## config.mk

```make
export PLATFORM = sky130hd
export DESIGN_NAME = vmem_write_arbiter
export DESIGN_NICKNAME = d
export VERILOG_FILES = /design/src/rtl/vmem_write_arbiter.sv
export SDC_FILE = /design/constraint.sdc
export NUM_CORES = 1
export LEC_CHECK = 0
export ABC_AREA = 1
export BUFFER_PORTS_ARGS = -buffer_cell sky130_fd_sc_hd__buf_4
export CAP_MARGIN = 40
export CORE_MARGIN = 5
export CORE_UTILIZATION = 50
export DETAILED_ROUTE_END_ITERATION = 10
export GPL_TIMING_DRIVEN = 0
export PLACE_DENSITY = 0.76
export SETUP_SLACK_MARGIN = 0.4
export SLEW_MARGIN = 10
export SYNTH_ARGS = -nofsm -noshare
export SYNTH_HDL_FRONTEND = slang
export SYNTH_SLANG_ARGS = --single-unit
```

## constraint.sdc

```tcl
create_clock -name MemClk -period 3.3 [get_ports MemClk]
set_input_delay 0.33 -clock MemClk [delete_from_list [all_inputs] [get_ports MemClk]]
set_output_delay 0.33 -clock MemClk [all_outputs]
set_load 0.02 [all_outputs]
```

## src/rtl/vmem_write_arbiter.sv

```systemverilog
// Round-robin arbiter that funnels four write clients into a small FIFO
// whose head feeds the video memory write port.
module vmem_write_arbiter #(
  parameter int AWIDTH = 19,
  parameter int DWIDTH = 8,
  parameter int DEPTH  = 4,
  parameter int PTRW   = 2
) (
  input  logic              MemClk,
  input  logic              Reset,
  input  logic [3:0]        ReqValid,
  input  logic [AWIDTH-1:0] ReqAddr1,
  input  logic [AWIDTH-1:0] ReqAddr2,
  input  logic [AWIDTH-1:0] ReqAddr3,
  input  logic [AWIDTH-1:0] ReqAddr4,
  input  logic [DWIDTH-1:0] ReqData1,
  input  logic [DWIDTH-1:0] ReqData2,
  input  logic [DWIDTH-1:0] ReqData3,
  input  logic [DWIDTH-1:0] ReqData4,
  output logic [3:0]        ReqAck,
  input  logic              SlotTake,
  output logic [AWIDTH-1:0] WrAddr,
  output logic [DWIDTH-1:0] WrData,
  output logic              WrValid,
  output logic              Full,
  output logic [PTRW:0]     Level,
  output logic              Underrun,
  output logic [7:0]        UnderrunCnt
);

  localparam logic [PTRW:0] L_DEPTH = (PTRW+1)'(DEPTH);

  logic [AWIDTH-1:0] r_mem_addr [DEPTH];
  logic [DWIDTH-1:0] r_mem_data [DEPTH];
  logic [PTRW-1:0]   r_head;
  logic [PTRW-1:0]   r_tail;
  logic [PTRW:0]     r_level;
  logic [1:0]        r_last_grant;
  logic              r_underrun;
  logic [7:0]        r_underrun_cnt;

  logic              w_pop;
  logic              w_push;
  logic              w_can_push;
  logic              w_found;
  logic [1:0]        w_win;
  logic [AWIDTH-1:0] w_win_addr;
  logic [DWIDTH-1:0] w_win_data;

  assign WrValid     = (r_level != '0);
  assign Full        = (r_level == L_DEPTH);
  assign Level       = r_level;
  assign WrAddr      = r_mem_addr[r_head];
  assign WrData      = r_mem_data[r_head];
  assign Underrun    = r_underrun;
  assign UnderrunCnt = r_underrun_cnt;

  assign w_pop      = SlotTake & WrValid;
  // A full FIFO still accepts a write on the same edge its head is consumed.
  assign w_can_push = (r_level < L_DEPTH) | w_pop;

  // Search starts just after the last winner so each client gets a turn.
  always_comb begin
    logic [1:0] idx;
    idx     = '0;
    w_found = 1'b0;
    w_win   = '0;
    for (int k = 1; k <= 4; k++) begin
      idx = r_last_grant + 2'(k);
      if (!w_found && ReqValid[idx]) begin
        w_found = 1'b1;
        w_win   = idx;
      end
    end
  end

  always_comb begin
    w_win_addr = ReqAddr1;
    w_win_data = ReqData1;
    case (w_win)
      2'd0: begin w_win_addr = ReqAddr1; w_win_data = ReqData1; end
      2'd1: begin w_win_addr = ReqAddr2; w_win_data = ReqData2; end
      2'd2: begin w_win_addr = ReqAddr3; w_win_data = ReqData3; end
      default: begin w_win_addr = ReqAddr4; w_win_data = ReqData4; end
    endcase
  end

  // Reset is folded in so the acknowledge drops the moment reset asserts.
  assign w_push = w_found & w_can_push & ~Reset;
  assign ReqAck = w_push ? (4'b0001 << w_win) : 4'b0000;

  always_ff @(posedge MemClk) begin
    if (w_push) begin
      r_mem_addr[r_tail] <= w_win_addr;
      r_mem_data[r_tail] <= w_win_data;
    end
  end

  always_ff @(posedge MemClk or posedge Reset) begin
    if (Reset) begin
      r_head       <= '0;
      r_tail       <= '0;
      r_level      <= '0;
      r_last_grant <= 2'd3;
    end else begin
      if (w_pop) r_head <= r_head + 1'b1;
      if (w_push) begin
        r_tail       <= r_tail + 1'b1;
        r_last_grant <= w_win;
      end
      case ({w_push, w_pop})
        2'b10:   r_level <= r_level + 1'b1;
        2'b01:   r_level <= r_level - 1'b1;
        default: r_level <= r_level;
      endcase
    end
  end

  always_ff @(posedge MemClk or posedge Reset) begin
    if (Reset) begin
      r_underrun     <= 1'b0;
      r_underrun_cnt <= '0;
    end else begin
      r_underrun <= SlotTake & ~WrValid;
      if (SlotTake && !WrValid && r_underrun_cnt != 8'hFF)
        r_underrun_cnt <= r_underrun_cnt + 1'b1;
    end
  end

endmodule
```

==> results.yml <==
sta:
  timing.fmax_mhz: 353.2
  finalHoldViolCount: 0
  slew_headroom_pct: 52.34
  tns_ps: 0
  max_slew.worst_pin.slew_ps: 714.2
  hold_ws_ps: 44.35
  timing.final.ws_setup_ps: 468.8
  fin_skew_ps: 13.71
  slew_violations: 0
  fin_crit_ps: 2831
  min_period_over_period_pct: 85.79
  rsz0062_at_grt: "yes"
  setup_viol: 0
synth:
  syn_area_per_cell_um2: 10.49
  synth_simple_gate_area_share_pct: 21.67
  synth.area.mux_share_pct: 0.1886
  synth_xor_area_share_pct: 1.320
  netlist_area_um2: 5971
  synth_top_area_share_pct: 54.32
  synth_area_leader_cell: "edfxtp_1"
  synth_cell_type_count: 33
  synth-seq-area-share_pct: 61.90
  synth.most_common_cell: "edfxtp_1"
  synth_nets: 691
  synth_area_leaders: "edfxtp_1 54%, dfrtp_1 6.7%, nand4_1 5.9%"
  yosysWarnings: 0
  synth.ff_latch_count: 126
  synthTopCellsByCount: "108 x edfxtp_1, 69 x nand2_1, 68 x nor2_1"
  synth_edf_count: 108
  synth_top_family_by_area: "simple AND/OR/NAND/NOR gates"
  synthCells: 569
  synth_compound_area_share_pct: 8.319
  synth-main-ff-cell: "edfxtp_1"
  synthAdderAreaFrac_pct: 1.593
  async_flop_share_pct: 14.29
floorplanning:
  fp.dieH_um: 119.3
  ioPinCount: 160
  die_area_um2: 14230
  die_x_um: 119.3
  start_util_pct: 50.34
  core_area_um2: 11860
  row_count: 40
route:
  wirelength_um: 18060
  viasPerCell: 5.845
  drt_iter0_drc: 523
  detail-route-antenna-nets: 0
  routed-via-count: 5348
  drt_pass1_iterations: 6
  drc_errors: 0
  wl_per_cell_um: 19.74
run_status:
  status: "finished, final reports clean"
pwr:
  seqPwrFrac_pct: 28.6
  power_frac_comb_pct: 54.5
  total_power_w: 0.01086
  power_frac_clock_pct: 16.9
  p_int_w: 0.005958
  switching_power_w: 0.004899
  p_leak_nw: 3.281
  cellPowerDensity_nw_per_um2: 1330
  ir_drop_mv: 0.6866
  p_sw_share_pct: 45.12
cts:
  cts.sinks: 126
  cts_tree: "yes"
  clk_pin_slew_worst_paths_ps: 60
  cts_buffers: 17
  clockBufferDepth: 2
  ctsHoldBuffers: 0
  cts_max_level: 4
  clock_latency_ps: 420
  root_buffer: "clkbuf_16"
critical_path:
  r2r_start: "r_last_grant[0]"
  cp-startpoint: "r_last_grant[0]"
  critPathMaxFanout: 10
  worstRegToRegCells: 14
  max_stage_delay_ps: 600
  end_kind: "primary output"
  cpMostUsedCell: "nand2_1"
  critPathRequiredTime_ps: 2970
  path_cells: "inv_4 > nand2_1 > nand2_1 > nand2_1 > nand2_1 > nor2_2 > nand4_1 > nand2_4 > buf_8 > buf_6 > nand2_1 > nor2_2 > buf_4"
  start_kind: "flop"
  arrival_ps: 2500
  reg2reg_to: "Level[2]"
  ff2ff_setup_slack_ps: 530
  path_class: "reg -> out"
  crit_slowest_cell: "dfstp_2"
placement:
  place_congestion: 0.8681
  port_buffers: 159
  pre_cts_ws_ps: 240.9
  hpwl_um: 12470
final_layout:
  nets: 877
  diodes: 0
  drive_gt1_share_pct: 30.86
  utilization_pct: 68.84
  syn_to_final_growth_pct: 36.76
global_route:
  gr-total-overflow: 0
  grt_pass1_vias: 5385
  grt_pass1_wl_um: 27210
  grt_antenna_before_repair: 0
  groute.usage.overall_pct: 24.75
  grt_max_degree: 19
min_path:
  holdCritPathClass: "in -> async"
job:
  maxCapViolCount: 0
-- layer usage --
layer | global-route usage (%) | routed length, µm | vias up
met5 | 0 | 0 | -
met4 | 9.993 | 427 | 0
met3 | 5.793 | 1757 | 39
met2 | 42.88 | 9236 | 329
met1 | 29.68 | 6640 | 2525
li1 | - | - | 2455
-- how the worst max path moves through the flow --
stage | slack (ps) | end
finish | 470 | ReqAck[3]
global route | 310 | ReqAck[3]
CTS | 400 | ReqAck[3]
detailed placement | 240 | Level[2]
global placement | -500 | r_mem_data[3][3]
floorplan | 530 | r_mem_addr[0][0]
-- critical path, delay by kind of cell (launching register included) --
kind / cells / cell delay [ps]
and+or+nand+nor: 9 / 960
DFF: 1 / 600
buffers and inverters: 4 / 520
-- per-stage QoR --
stage | std cells | instance area [µm²]
after floorplan | 569 | 5971
after global placement | 875 | 7348
after detailed placement | 879 | 7488
after CTS | 912 | 8094
after global routing | 915 | 8165
final | 915 | 8165
-- sequential cells by signal, summed over array words and instances, names as in the netlist --
register,flops
r_mem_addr,76
r_mem_data,32
UnderrunCnt,8
Level,3
r_head,2
r_last_grant,2
r_tail,2
Underrun,1
-- timing repair --
action                                  CTS  global route
pin swaps                                 1             4
gates resized for setup                   3            17
buffers inserted                          1             3
endpoints found under the setup margin    4            18
-- power by group through the flow --
stage	clock [W]	combinational, W	sequential (W)
after global routing	0.00191	0.00631	0.00314
after CTS	0.00184	0.00567	0.00310
after detailed placement	0	0.00561	0.00312
after global placement	0	0.00533	0.00312
final	0.00183	0.00592	0.00310
after floorplan	0	0.00343	0.00314
-- cell families after synthesis --
| logic type | count (synthesis) |
|---|---|
| buffers and inverters | 65 |
| multiplexers | 1 |
| flip-flops | 126 |
| XOR/XNOR | 9 |
| adder cells (fa/ha/maj) | 7 |
| AND/OR/NAND/NOR | 269 |
| AO/OA/AOI/OAI | 92 |
-- cell type report --
cell class | instances | area, µm²
multi-input combinational | 378 | 2038
buffer | 36 | 210.2
clock buffer | 19 | 432.9
inverter | 29 | 115.1
tap | 147 | 183.9
timing repair buffer | 167 | 1334
sequential | 126 | 3696
fill | 833 | 3696
clock inverter | 13 | 155.1
-- placed cells by master, fill, tap and decap left out, types with 2 or more instances in the layout --
cell	count
clkinv_4	3
bufinv_16	2
nand2_1	67
nand3_1	62
clkinvlp_4	4
nor3_1	3
buf_1	3
dfrtp_1	16
inv_1	26
ha_1	6
nor3_2	2
nand4_1	56
inv_6	4
nand2_4	4
a21oi_1	3
xor2_1	5
xnor2_1	4
clkbuf_1	18
o21ai_0	60
buf_16	4
clkbuf_16	17
nor2_4	4
nor2_1	63
edfxtp_1	108
nor2_2	3
buf_4	167
buf_2	5
o22ai_1	27
buf_6	5
dfstp_2	2
Power figures use the tool's default switching activity.
